--- src/rtl/sfp_pkg.sv ---
// sfp_pkg: shared definitions for the SFP lane-bank sequencer.
//   - sfp_state_t : sequencer state encoding (IDLE/RUN/WAIT/DONE)
//   - DEF_CNT_W   : default width of the accumulation-length config/counter
//   - DEF_ADDR_W  : default width of the tile count and psum SRAM address
package sfp_pkg;

  localparam int DEF_CNT_W  = 8;
  localparam int DEF_ADDR_W = 11;

  typedef enum logic [1:0] {
    ST_IDLE = 2'd0,
    ST_RUN  = 2'd1,
    ST_WAIT = 2'd2,
    ST_DONE = 2'd3
  } sfp_state_t;

endpackage

--- src/rtl/sfp_beat_counter.sv ---
// sfp_beat_counter: wrapping up-counter with a terminal-count flag.
//   clk, reset : clock and asynchronous active-low reset
//   clr        : synchronous clear to 0 (priority over inc)
//   inc        : advance by one; wraps to 0 when already at last
//   last       : terminal value
//   cnt        : current count
//   tc         : cnt == last (combinational)
module sfp_beat_counter #(
  parameter int W = 8
) (
  input  logic         clk,
  input  logic         reset,
  input  logic         clr,
  input  logic         inc,
  input  logic [W-1:0] last,
  output logic [W-1:0] cnt,
  output logic         tc
);

  assign tc = (cnt == last);

  always_ff @(posedge clk or negedge reset) begin
    if (!reset) begin
      cnt <= '0;
    end else if (clr) begin
      cnt <= '0;
    end else if (inc) begin
      cnt <= tc ? '0 : cnt + 1'b1;
    end
  end

endmodule

--- src/rtl/sfp_ctrl.sv ---
// sfp_ctrl: sequencer between the systolic-array OFIFO and the psum SRAM.
// Pops partial-sum vectors, strobes acc_en/flush_en to every sfp_lane, and
// issues one psum write per output tile after acc_len accumulated vectors.
//   clk, reset     : clock, asynchronous active-low reset
//   start          : one-cycle job start (IDLE only), latches cfg_*
//   abort          : cancel job (RUN/WAIT only); lanes get a clearing flush
//   cfg_acc_len    : vectors per output (0 behaves as 1)
//   cfg_num_out    : output tiles per job
//   cfg_base_addr  : psum address of tile 0
//   ofifo_valid    : OFIFO head valid
//   ofifo_rd       : pop OFIFO head (same cycle as ofifo_valid)
//   acc_en         : lanes accumulate OFIFO head
//   flush_en       : lanes emit and clear their sums
//   out_valid      : lane data_out valid, write it to psum SRAM
//   out_addr       : psum SRAM write address (wraps modulo 2^ADDR_W)
//   busy           : job in progress
//   done           : one-cycle job-complete pulse
module sfp_ctrl
  import sfp_pkg::*;
#(
  parameter int CNT_W  = DEF_CNT_W,
  parameter int ADDR_W = DEF_ADDR_W
) (
  input  logic              clk,
  input  logic              reset,
  input  logic              start,
  input  logic              abort,
  input  logic [CNT_W-1:0]  cfg_acc_len,
  input  logic [ADDR_W-1:0] cfg_num_out,
  input  logic [ADDR_W-1:0] cfg_base_addr,
  input  logic              ofifo_valid,
  output logic              ofifo_rd,
  output logic              acc_en,
  output logic              flush_en,
  output logic              out_valid,
  output logic [ADDR_W-1:0] out_addr,
  output logic              busy,
  output logic              done
);

  sfp_state_t        state;
  logic [CNT_W-1:0]  acc_last;
  logic [ADDR_W-1:0] out_last;
  logic [ADDR_W-1:0] base_addr;
  logic [CNT_W-1:0]  acc_cnt;
  logic [ADDR_W-1:0] out_cnt;
  logic              acc_tc;
  logic              out_tc;
  logic              abort_flush;
  logic              busy_q;
  logic              done_q;
  logic              out_valid_p1;
  logic [ADDR_W-1:0] out_addr_p1;

  logic start_ok;
  logic abort_ok;
  logic beat;
  logic final_beat;
  logic cnt_clr;

  assign start_ok   = (state == ST_IDLE) && start;
  assign abort_ok   = abort && ((state == ST_RUN) || (state == ST_WAIT));
  // Abort wins over a beat arriving in the same cycle.
  assign beat       = (state == ST_RUN) && ofifo_valid && !abort;
  assign final_beat = beat && acc_tc;
  assign cnt_clr    = start_ok || abort_ok;

  // Mealy strobes: the lane sees data_in and the strobe at the same edge.
  assign ofifo_rd = beat;
  assign acc_en   = beat;
  assign flush_en = final_beat || abort_flush;

  assign out_valid = out_valid_p1;
  assign out_addr  = out_addr_p1;
  assign busy      = busy_q;
  assign done      = done_q;

  sfp_beat_counter #(.W(CNT_W)) u_acc_cnt (
    .clk   (clk),
    .reset (reset),
    .clr   (cnt_clr),
    .inc   (beat),
    .last  (acc_last),
    .cnt   (acc_cnt),
    .tc    (acc_tc)
  );

  sfp_beat_counter #(.W(ADDR_W)) u_out_cnt (
    .clk   (clk),
    .reset (reset),
    .clr   (cnt_clr),
    .inc   (final_beat),
    .last  (out_last),
    .cnt   (out_cnt),
    .tc    (out_tc)
  );

  // Job configuration, held as terminal values so the counters compare directly.
  always_ff @(posedge clk or negedge reset) begin
    if (!reset) begin
      acc_last  <= '0;
      out_last  <= '0;
      base_addr <= '0;
    end else if (start_ok) begin
      acc_last  <= (cfg_acc_len == '0) ? '0 : cfg_acc_len - 1'b1;
      out_last  <= cfg_num_out - 1'b1;
      base_addr <= cfg_base_addr;
    end
  end

  // Sequencer. busy stays high through the done pulse and drops after it.
  always_ff @(posedge clk or negedge reset) begin
    if (!reset) begin
      state       <= ST_IDLE;
      busy_q      <= 1'b0;
      done_q      <= 1'b0;
      abort_flush <= 1'b0;
    end else begin
      done_q      <= 1'b0;
      abort_flush <= 1'b0;
      if (done_q) busy_q <= 1'b0;
      case (state)
        ST_IDLE: begin
          if (start) begin
            busy_q <= 1'b1;
            state  <= (cfg_num_out == '0) ? ST_DONE : ST_RUN;
          end
        end
        ST_RUN: begin
          if (abort) begin
            busy_q      <= 1'b0;
            abort_flush <= 1'b1;
            state       <= ST_IDLE;
          end else if (final_beat && out_tc) begin
            state <= ST_WAIT;
          end
        end
        ST_WAIT: begin
          if (abort) begin
            busy_q      <= 1'b0;
            abort_flush <= 1'b1;
            state       <= ST_IDLE;
          end else begin
            state <= ST_DONE;
          end
        end
        ST_DONE: begin
          done_q <= 1'b1;
          state  <= ST_IDLE;
        end
        default: state <= ST_IDLE;
      endcase
    end
  end

  // ---- stage p1: write strobe/address one cycle after the flush beat,
  // aligned with the lanes' registered data_out.
  always_ff @(posedge clk or negedge reset) begin
    if (!reset) begin
      out_valid_p1 <= 1'b0;
      out_addr_p1  <= '0;
    end else begin
      out_valid_p1 <= final_beat;
      if (final_beat) out_addr_p1 <= base_addr + out_cnt;
    end
  end

endmodule

--- config.mk ---
export PLATFORM = sky130hd
export DESIGN_NAME = sfp_ctrl
export DESIGN_NICKNAME = d
export VERILOG_FILES = /design/src/rtl/sfp_pkg.sv /design/src/rtl/sfp_beat_counter.sv /design/src/rtl/sfp_ctrl.sv
export SDC_FILE = /design/constraint.sdc
export NUM_CORES = 1
export LEC_CHECK = 0
export CAP_MARGIN = 20
export CORE_ASPECT_RATIO = 0.6
export CORE_UTILIZATION = 55
export DETAILED_ROUTE_END_ITERATION = 12
export PLACE_DENSITY = 0.8
export RECOVER_POWER = 100
export SLEW_MARGIN = 5
export SYNTH_ARGS = -nofsm -noshare
export SYNTH_HDL_FRONTEND = slang
export SYNTH_SLANG_ARGS = --single-unit
--- constraint.sdc ---
create_clock -name clk -period 2.8 [get_ports clk]
set_clock_uncertainty 0.05 [all_clocks]
set_input_delay 0.42 -clock clk [delete_from_list [all_inputs] [get_ports clk]]
set_output_delay 0.42 -clock clk [all_outputs]
set_load 0.01 [all_outputs]
==> flow_metrics.env <==
export IMPL_drt_pass1_iter_count=5
export IMPL_wire_per_inst_um=16.0
export IMPL_gp_congestion=0.873
export IMPL_crit_family="buffers and inverters"
export IMPL_cts_root_buf="clkbuf_16"
export IMPL_gr_total_overflow=0
export IMPL_synthFlopType="dfrtp_1"
export IMPL_die_h_um=65.7
export IMPL_drv_slew=31
export IMPL_synth_cell_type_count=41
export IMPL_setup_viol_count_final=0
export IMPL_crit_arrival_ns=2.16
export IMPL_holdWs_ns=0.423
export IMPL_cts_buffers=9
export IMPL_max_cap_viol_count=1
export IMPL_dp_slack_ns=0.0523
export IMPL_syn_area_per_cell_um2=9.65
export IMPL_antenna_cells=0
export IMPL_ioPinCount=52
export IMPL_violations="max-capacitance violations, max-slew violations"
export IMPL_rsz0062_at_grt="no"
export IMPL_finalCritPeriodShare_pct=94.0
export IMPL_vias=3050
export IMPL_drc_errors=0
export IMPL_crit_path_end_kind="output port"
export IMPL_final_layout_size_suffix_gt1_share_pct=8.69
export IMPL_numPortBuffers=51
export IMPL_finalCriticalPeriod_ns=2.63
export IMPL_ys_async_sr_fraction_pct=100
export IMPL_final_common_cell="dfrtp_1"
export IMPL_cp_slowest_cell="dlygate4sd3_1"
export IMPL_fp_row_count=22
export IMPL_clkLatencyLatePin_ns=0.33
export IMPL_core_area_um2=6330
export IMPL_ys_seq_area_share_pct=44.4
export IMPL_hold_viol_final=0
export IMPL_synth_net_count=442
export IMPL_cellPowerDensity_nw_per_um2=849
export IMPL_clk_path_buf_depth=2
export IMPL_hold_path_class="reg2reg"
export IMPL_crit_fanout=7
export IMPL_layout_nets=500
export IMPL_grt_max_degree=44
export IMPL_antenna_found_initial=0
export IMPL_grt_pass1_vias=2945
export IMPL_tns_ns=0
export IMPL_synth_edff_count=0
export IMPL_areaGrowthSynthToFinish_pct=24.9
export IMPL_wl_mm=8.55
export IMPL_fmax_ghz=0.380
export IMPL_netlist_instances=386
export IMPL_cpPeakStageDelay_ns=0.63
export IMPL_critPathKind="reg2out"
export IMPL_dp_final_hpwl_mm=6.29
export IMPL_start_util_pct=58.8
export IMPL_vias_per_cell=5.72
export IMPL_critPathRequiredTime_ns=2.33
export IMPL_clkTransAtPathRegs_ns=0.06
export IMPL_cts_max_level=3
export IMPL_critPathLaunchType="flip-flop"
export IMPL_irDropWorstVdd_uv=435
export IMPL_yosys_warnings=0
export IMPL_die_x_um=108
export IMPL_drtIter0Drc=155
export IMPL_path_cells="inv_2 > ha_1 > nor2b_1 > nand2_1 > buf_4 > inv_1 > dlygate4sd3_1"
export IMPL_leakage_nw=2.08
export IMPL_cts_tree="done"
export IMPL_grt_usage_pct=26.9
export IMPL_cts_hold_buf=0
export IMPL_most_common_layout_cells="66 x dfrtp_1, 45 x nand2_1, 40 x o21ai_0, 34 x xnor2_1, 33 x clkdlybuf4s50_1"
export IMPL_layout_setup_ws_ns=0.167
export IMPL_die_area_um2=7110
export IMPL_place_area_um2=4340
export IMPL_cts_sinks=66
export IMPL_netlist_area_um2=3720
export IMPL_ys_ff_latch=66
export IMPL_ant_nets=0
export IMPL_grt_pass1_wl_mm=14.2
export IMPL_design_area_um2=4650
export IMPL_tightestPinTransition_ns=1.61
export IMPL_status="finished, violations left"
export IMPL_worst_path_buf_inv=4
export IMPL_slew_headroom_pct=-7.18
## cells in the mapped netlist (2+ instances only)
| cell type | number | share of area (%) |
|---|---|---|
| dfrtp_1 | 66 | 44 |
| nand2_1 | 45 | 4.5 |
| o21ai_0 | 40 | 5.4 |
| xnor2_1 | 34 | 8.0 |
| nor2_1 | 25 | 2.5 |
| ha_1 | 20 | 6.7 |
| a21oi_1 | 19 | 2.6 |
| xor2_1 | 16 | 3.8 |
| inv_1 | 15 | 1.5 |
| mux2_2 | 13 | 3.9 |
| nand2b_1 | 10 | 1.7 |
| nand4_1 | 9 | 1.5 |
| nor3_1 | 9 | 1.2 |
| clkbuf_1 | 8 | 0.81 |
| nand3_1 | 8 | 1.1 |
| and3_1 | 6 | 1.0 |
| a21o_1 | 5 | 1.0 |
| nor2b_1 | 4 | 0.67 |
| o2bb2ai_1 | 4 | 0.94 |
| nor4_1 | 3 | 0.50 |
| a211oi_1 | 2 | 0.40 |
| and2_1 | 2 | 0.34 |
| mux2i_1 | 2 | 0.54 |
| o21a_1 | 2 | 0.40 |
| o31ai_1 | 2 | 0.40 |
| or3_1 | 2 | 0.34 |
## power breakdown
part | leakage, nW | internal (mW) | switching (mW) | total [mW]
sequential | 0.858 | 1.24 | 0.207 | 1.45
combinational | 1.07 | 0.603 | 0.667 | 1.27
clock | 0.155 | 0.804 | 0.423 | 1.23
## sequential cells by signal, summed over array words and instances (netlist names)
name           flops
state              2
out_addr          11
out_valid          1
base_addr         11
abort_flush        1
acc_last           8
u_acc_cnt.cnt      8
busy               1
u_out_cnt.cnt     11
done               1
out_last          11
## tightest hold or removal path: stages (launching register included)
cell and delay (ns):
dfrtp_1 0.34, nand2_1 0.04, o21ai_0 0.06
## path summary, 6_finish.rpt
kind / from / end / slack (ns) / cells past startpoint
min in group asynchronous: reset / out_addr[8] / 0.44 / 1
max: state[1] / acc_en / 0.17 / 7
max in group asynchronous: reset / out_last[9] / 0.61 / 2
min reg2reg: out_addr[9] / out_addr[9] / 0.42 / 2
min: out_addr[9] / out_addr[9] / 0.42 / 2
max reg2reg: state[1] / state[1] / 0.23 / 10
## routing by layer
metal	vias up	track usage, %	part of all wire [%]
li1	1454	-	-
met1	1466	37.5	46
met2	122	41.0	45
met3	8	8.23	8.1
met4	0	6.16	0.76
met5	-	0	0
## metrics by stage
step / std cells / util [%] / power, mW
after floorplan: 386 / - / 2.28
after global placement: 516 / 68.6 / 2.68
after detailed placement: 516 / 68.6 / 2.74
after CTS: 532 / 73.8 / 3.99
after global routing: 533 / 73.5 / 4.20
final: 533 / 73.5 / 3.95
## layout make-up
type                            instances  area (um^2)
Sequential cell                        66         1650
Timing Repair Buffer                   57          544
Multi-Input combinational cell        295         1970
Inverter                               15         56.3
Tap cell                               84          105
Fill cell                             463         1680
Clock inverter                          6         88.8
Clock buffer                           10          239
## cells by family (layout without fill, tap and decap cells)
group	after synthesis	count (layout)	synth area share (%)
buffers and inverters	25	88	2.65
muxes	15	15	4.47
AOI/OAI and AO/OA	79	79	12.5
DFF	66	66	44.4
adders and majority gates	21	21	7.26
xor gates and xnor gates	50	50	11.8
and+or+nand+nor	130	130	17.0
## what timing repair did
item / in CTS / in global routing
setup buffers: 0 / 1
resized for setup: 1 / 2
endpoints found under the setup margin: 1 / 1
endpoints found under the hold margin: 0 / 0
pin swaps: 0 / 1
No activity file was read; power rests on OpenSTA's default activity.
